$ cat src/rtl/dma_ctrl.sv
// 6809 DMA controller: halts the CPU, copies CNT bytes from SRC to DST, then flags DONE/IRQ.
// Two E cycles per byte once HALT is acknowledged; a dropped grant re-requests and repeats the in-flight byte.
module dma_ctrl (
   input  logic        i_eclk,
   input  logic        i_reset,
   input  logic        i_cs_n,
   input  logic        i_rw,
   input  logic [15:0] i_addr,
   input  logic [7:0]  i_data,
   input  logic        i_ba,
   input  logic        i_bs,
   output logic        o_halt_n,
   output logic        o_irq_n,
   output logic [15:0] o_addr,
   output logic        o_rw,
   output logic        o_bus_oe,
   output logic [7:0]  o_data,
   output logic        o_data_oe
);

   typedef enum logic [2:0] {
      S_IDLE = 3'd0,
      S_REQ  = 3'd1,
      S_RD   = 3'd2,
      S_WR   = 3'd3,
      S_REL  = 3'd4
   } state_t;

   state_t      state;
   state_t      state_nxt;
   logic [15:0] src;
   logic [15:0] dst;
   logic [15:0] cnt;
   logic [15:0] cnt_dec;
   logic        ien;
   logic        done;
   logic [7:0]  latch;
   logic [2:0]  reg_sel;
   logic        grant;
   logic        reg_wr;
   logic        reg_rd;
   logic        status_rd;
   logic        start;
   logic [7:0]  status;
   logic [7:0]  rd_dat;
   logic        unused_addr;

   assign reg_sel     = i_addr[2:0];
   assign unused_addr = ^i_addr[15:3];
   assign grant       = i_ba & i_bs;
   assign reg_wr      = !i_cs_n && !i_rw && (state == S_IDLE);
   // reads are gated by reset so the data drivers stay off while reset is held
   assign reg_rd      = !i_cs_n && i_rw && i_reset;
   assign status_rd   = reg_rd && (reg_sel == 3'd6);
   assign start       = reg_wr && (reg_sel == 3'd6) && i_data[0];
   assign cnt_dec     = cnt - 16'd1;
   assign status      = {(state != S_IDLE), done, 4'b0000, ien, 1'b0};
   assign o_irq_n     = !(done && ien);

   always_ff @(posedge i_eclk or negedge i_reset) begin
      if (!i_reset) begin
         state <= S_IDLE;
      end else begin
         state <= state_nxt;
      end
   end

   always_comb begin
      state_nxt = state;
      o_halt_n  = 1'b1;
      o_bus_oe  = 1'b0;
      o_addr    = 16'h0000;
      o_rw      = 1'b1;
      o_data    = 8'h00;
      o_data_oe = 1'b0;
      if (reg_rd) begin
         o_data    = rd_dat;
         o_data_oe = 1'b1;
      end
      case (state)
         S_IDLE: begin
            if (start && (cnt != 16'h0000)) begin
               state_nxt = S_REQ;
            end
         end
         S_REQ: begin
            o_halt_n = 1'b0;
            if (grant) begin
               state_nxt = S_RD;
            end
         end
         S_RD: begin
            o_halt_n  = 1'b0;
            o_bus_oe  = 1'b1;
            o_addr    = src;
            o_data    = 8'h00;
            o_data_oe = 1'b0;
            state_nxt = grant ? S_WR : S_REQ;
         end
         S_WR: begin
            o_halt_n  = 1'b0;
            o_bus_oe  = 1'b1;
            o_addr    = dst;
            o_rw      = 1'b0;
            o_data    = latch;
            o_data_oe = 1'b1;
            if (!grant) begin
               state_nxt = S_REQ;
            end else if (cnt_dec != 16'h0000) begin
               state_nxt = S_RD;
            end else begin
               state_nxt = S_REL;
            end
         end
         S_REL: begin
            state_nxt = S_IDLE;
         end
         default: begin
            state_nxt = S_IDLE;
         end
      endcase
   end

   always_comb begin
      rd_dat = 8'h00;
      case (reg_sel)
         3'd0:    rd_dat = src[15:8];
         3'd1:    rd_dat = src[7:0];
         3'd2:    rd_dat = dst[15:8];
         3'd3:    rd_dat = dst[7:0];
         3'd4:    rd_dat = cnt[15:8];
         3'd5:    rd_dat = cnt[7:0];
         3'd6:    rd_dat = status;
         default: rd_dat = 8'h00;
      endcase
   end

   always_ff @(posedge i_eclk or negedge i_reset) begin
      if (!i_reset) begin
         src   <= 16'h0000;
         dst   <= 16'h0000;
         cnt   <= 16'h0000;
         ien   <= 1'b0;
         done  <= 1'b0;
         latch <= 8'h00;
      end else begin
         if (reg_wr) begin
            case (reg_sel)
               3'd0:    src[15:8] <= i_data;
               3'd1:    src[7:0]  <= i_data;
               3'd2:    dst[15:8] <= i_data;
               3'd3:    dst[7:0]  <= i_data;
               3'd4:    cnt[15:8] <= i_data;
               3'd5:    cnt[7:0]  <= i_data;
               3'd6:    ien       <= i_data[1];
               default: ;
            endcase
         end
         if ((state == S_RD) && grant) begin
            latch <= i_data;
         end
         // pointers only advance once the write has completed under grant
         if ((state == S_WR) && grant) begin
            src <= src + 16'd1;
            dst <= dst + 16'd1;
            cnt <= cnt_dec;
         end
         if (state == S_REL) begin
            done <= 1'b1;
         end else if (start) begin
            done <= (cnt == 16'h0000);
         end else if (status_rd) begin
            done <= 1'b0;
         end
      end
   end

endmodule

$ cat config.mk
export PLATFORM = sky130hd
export DESIGN_NAME = dma_ctrl
export DESIGN_NICKNAME = d
export VERILOG_FILES = /design/src/rtl/dma_ctrl.sv
export SDC_FILE = /design/constraint.sdc
export NUM_CORES = 1
export LEC_CHECK = 0
export BUFFER_PORTS_ARGS = -buffer_cell sky130_fd_sc_hd__buf_2
export CAP_MARGIN = 40
export CORE_MARGIN = 2
export CORE_UTILIZATION = 30
export CTS_CLUSTER_SIZE = 25
export DETAILED_ROUTE_END_ITERATION = 16
export HOLD_SLACK_MARGIN = 0.08
export PLACE_DENSITY = 0.44
export SYNTH_ARGS = -nofsm -noshare
export SYNTH_HDL_FRONTEND = slang
export SYNTH_SLANG_ARGS = --single-unit
$ cat constraint.sdc
create_clock -name i_eclk -period 3.7 [get_ports i_eclk]
set_input_delay 0.555 -clock i_eclk [delete_from_list [all_inputs] [get_ports i_eclk]]
set_output_delay 0.555 -clock i_eclk [all_outputs]
set_load 0.05 [all_outputs]
======== After elaboration in Yosys (flattened, before gate mapping) ========
Index checks and enable logic that the tools add are counted.
word-level totals
  flip-flop bits (word level) ............. 61
  input port bits ......................... 30
  output and inout bits ................... 29
  word-level logic and storage cells ...... 94
cells by class
  add/sub/neg operators ................... 3
  equal/unequal tests ..................... 12
  muxes and demuxes ....................... 30
  bitwise gates (word level) .............. 1
  reduce and logical (&&, ||, !) cells .... 38
operator list
  cell                   number
  $mux 16                6
  $mux 8                 7
  $pmux 8 s7             1
  $add 16x1->16 const B  2
  $pmux 16 s2            1
  $reduce_bool 16->1     2
  $logic_not 16->1       1
  $pmux 8 s2             1
  $reduce_and 2->1       8
  $sub 16x1->16 const B  1
  $reduce_bool 2->1      7
  $eq 3x2->1 const B     4
  $eq 3x3->1 const B     4
  $mux 3                 4
  $pmux 3 s4             1
  $logic_and 1x1->1      11
  $mux 1                 7
  $eq 3x1->1 const B     2
  $logic_not 3->1        2
  $reduce_bool 3->1      2
  $logic_not 1->1        3
  $reduce_or 3->1        1
  $mux 2                 1
  $ne 2x1->1 const B     1
  other kinds (4)        4

======== Logic depth before layout (Yosys ltp) ========
  depth after elaboration ................. 8
  depth in mapped cells ................... 8
  depth with buffers taken out ............ 7

======== Worst setup path after synthesis ========
Ideal clock, no wire load.
  path type ............................... in2out
  from .................................... input port i_addr[2]
  to ...................................... output port o_data[7]
  arrival time ............................ 1994 ps
  data required time ...................... 3145 ps
  slack ................................... 1151 ps
  stages on the path ...................... 5
  buffers on the path ..................... 2
  cell sequence ........................... buf_2 > buf_2 > mux4_2 > o211ai_1 > nand2_1
between the ends
  word-level cells in the longest chain between the ends .. 4
  elaborated cells on any way between the ends .. 10
  classes of those cells .................. eq/ne: 6; mux: 3; reduce/logical: 1
RTL lines
  item                                RTL line  text
  start, declared                     8         input logic [15:0] i_addr,
  $eq 3x3->1 (tied with other cells)  126       case (reg_sel)
  $pmux 8 s7 *                        126
  $mux 8 *                            76        if (reg_rd) begin
  $pmux 8 s2 *                        80        case (state)
  end, declared                       17        output logic [7:0] o_data,
Every way passes the cells marked *; elsewhere a longest branch is shown, timed or not.

======== Final worst setup path ========
  from .................................... input port i_reset
  to ...................................... output port o_data[7]
between the ends
  word-level cells in the longest chain between the ends .. 3
RTL lines
  item               RTL line  text
  start, declared    5         input logic i_reset,
  $logic_and 1x1->1  53        assign reg_rd = !i_cs_n && i_rw && i_reset;
  $mux 8             76
  $pmux 8 s2         80
Every way passes these cells.

==> results.py <==
metrics = {
    "pwr": {
        "p_per_area_nw_per_um2": 765,
        "power.leakage_nw": 2.13,
        "ir_worst_vdd_uv": 273,
    },
    "critical_path": {
        "r2r_slack_ps": 1360,
        "cp_slowest_cell": "dlygate4sd3_1",
        "crit_fanout": 8,
        "path_cells": "dlygate4sd3_1 > buf_2 > nand2_1 > or3b_1 > a31oi_4 > o211ai_1 > nand2_1 > buf_2",
        "arrival_ps": 2560,
        "required_ps": 3140,
        "r2r-end": "cnt[4]",
        "max_stage_delay_ps": 520,
        "critPathKind": "in2out",
        "reg2reg_depth": 7,
        "rr_startpoint": "state[2]",
        "worstSetupStartpointType": "input port",
        "cp-end-kind": "output pin",
    },
    "logic_synthesis": {
        "syn_area_um2": 4390,
        "syn_avg_cell_area_um2": 8.37,
        "yosysSeqAreaShare": 0.347,
        "yosys_register_bits": 61,
        "synth-main-ff-cell": "dfrtp_1",
        "yosysUniqueCellTypes": 59,
        "ys_async_sr_fraction": 1.00,
        "synth_warnings": 0,
        "syn-num-nets": 559,
        "netlist_instances": 525,
        "synth-edff-count": 0,
    },
    "final_layout": {
        "syn_to_final_growth_pct": 14.5,
        "n_antenna_cell": 0,
        "regArea_um2": 1530,
        "fill_cells": 1534,
        "postLayoutCoreUtil": 0.349,
        "drive_gt1_frac": 0.175,
        "num-nets-final": 589,
        "layout_common_cells": "nor2_1 (71), dfrtp_1 (61), nand2_1 (54)",
        "multiInputGateArea_um2": 2670,
        "layout_commonest_cell": "nor2_1",
    },
    "cts": {
        "cts.path.max_buffers": 2,
        "cts_tree": "built",
        "h-tree-depth": 3,
        "numClockSinks": 61,
        "clk_latency_ps": 350,
        "cts_root_buf": "clkbuf_16",
        "numCtsBuffers": 9,
        "post_cts_resized": 0,
        "clkTransAtPathRegs_ps": 50,
        "cts_setup_buffers": 0,
    },
    "floorplanning": {
        "die_w_um": 125,
        "initial_core_util": 0.305,
        "coreArea_um2": 14400,
        "ios": 59,
        "die-height_um": 125,
        "die_area_um2": 15600,
        "rows": 44,
    },
    "place": {
        "dpl.hpwl_um": 11300,
        "place_congestion": 0.845,
        "place.port_buffers": 45,
    },
    "detailed_routing": {
        "avgViaCountPerCell": 5.76,
        "num_vias": 4284,
        "drt_first_pass_iters": 5,
        "ant_nets": 0,
        "wirelength_um": 16100,
        "drt_iter0_drc": 354,
        "route.detailed.drc": 0,
        "wire_per_inst_um": 21.6,
    },
    "worst_hold_path": {
        "hold_depth": 1,
        "min_to": "latch[3]",
        "holdCritStartpoint": "latch[3]",
        "hold_class": "reg2reg",
    },
    "timing": {
        "slew_violations": 0,
        "min_period_ps": 3120,
        "setup_viol": 0,
        "hold_viol": 0,
        "max_freq_ghz": 0.321,
        "worstMarginPinSlew_ps": 839,
        "slew_headroom": 0.441,
        "final.setup.tns_ps": 0,
        "fin_crit_sh": 0.843,
        "fin_worst_skew_ps": 5.63,
        "grt_setup_unrepaired": "no",
    },
    "global_route": {
        "gr-total-overflow": 0,
        "grt_max_degree": 61,
        "grt_pass1_wl_um": 25100,
        "antenna_found_initial": 0,
        "track_usage": 0.212,
        "first_global_vias": 4130,
    },
    "run_status": {
        "outcome": "completed",
    },
    "run": {
        "max-cap-violations": 0,
    },
}
cells by family (layout without fill, tap and decap cells):
family	count (synthesis)	count (layout)	share of synthesized area
buf+inv	46	81	0.0461
simple gates	231	231	0.273
xor+xnor	4	4	0.00798
mux	45	45	0.115
compound gates	134	134	0.200
flops	61	61	0.347
fa+ha+maj	4	4	0.0114
timing repair:
action | CTS | global route
endpoints found under the setup margin | 0 | 0
hold buffers | 1 | 0
hold endpoints to repair | 1 | 0
routing by layer:
| layer | part of all wire | wire length [um] | track usage |
|---|---|---|---|
| met1 | 0.46 | 7350 | 0.289 |
| met2 | 0.45 | 7280 | 0.314 |
| met3 | 0.044 | 701 | 0.0501 |
| met4 | 0.046 | 734 | 0.107 |
| met5 | 0 | 0 | 0 |
registers in the layout, summed over array words and instances (netlist names):
signal and count:
done 1, dst 16, latch 8, cnt 16, state 3, ien 1, src 16
cells in the mapped netlist, types with 6 or more instances:
| cell type | n | share of area |
|---|---|---|
| o211ai_1 | 7 | 0.012 |
| a311oi_1 | 9 | 0.018 |
| nand2b_1 | 6 | 0.0085 |
| a211oi_1 | 11 | 0.019 |
| nand2_1 | 54 | 0.046 |
| mux2i_1 | 29 | 0.066 |
| a21oi_1 | 37 | 0.042 |
| buf_2 | 15 | 0.017 |
| nand4_1 | 10 | 0.014 |
| nand3_1 | 19 | 0.022 |
| nor2_1 | 72 | 0.062 |
| nor3_1 | 18 | 0.021 |
| dfrtp_1 | 61 | 0.35 |
| inv_1 | 11 | 0.0094 |
| mux2_2 | 13 | 0.033 |
| and3_1 | 11 | 0.016 |
| o21ai_0 | 27 | 0.031 |
| clkbuf_1 | 16 | 0.014 |
| and4_1 | 6 | 0.012 |
| o22ai_1 | 13 | 0.019 |
per-stage QoR:
| step | instance area [um^2] | setup WS (ps) | hold slack, ps | power, mW | std cells |
|---|---|---|---|---|---|
| after floorplan | 4390 | 1150 | 259 | 2.50 | 525 |
| after global placement | 4750 | 877 | 391 | 3.02 | 727 |
| after detailed placement | 4750 | 876 | 384 | 3.03 | 727 |
| after CTS | 5030 | 572 | 518 | 3.86 | 744 |
| after global routing | 5030 | 513 | 546 | 4.11 | 744 |
| final | 5030 | 582 | 519 | 3.85 | 744 |
worst max-delay path, delay by kind of cell:
family	cells	cell delay, ps
simple gates	3	570
compound gates	2	450
buf+inv	3	970
worst max path at each step:
stage                         start         to  slack (ps)  cells after the start
final                       i_reset  o_data[7]         580                      8
after global routing        i_reset  o_data[0]         510                      7
after CTS                   i_reset  o_data[7]         570                      8
after detailed placement  i_addr[2]  o_data[0]         880                      7
after global placement    i_addr[2]  o_data[0]         880                      7
after floorplan           i_addr[2]  o_data[7]        1150                      5
power by group:
group / internal, mW / total [mW] / switching (mW) / leakage [nW]
clock: 0.490 / 0.805 / 0.316 / 0.134
sequential: 0.976 / 1.58 / 0.601 / 0.708
combinational: 0.585 / 1.46 / 0.880 / 1.29
cell type report:
type | instances | share of cell area
timing repair buffer | 53 | 0.0572
multi-input combinational | 418 | 0.530
inverter | 12 | 0.00896
clock inverter | 1 | 0.000995
tap | 184 | 0.0458
clock buffer | 15 | 0.0532
sequential | 61 | 0.304
No activity file was read; power rests on OpenSTA's default activity.
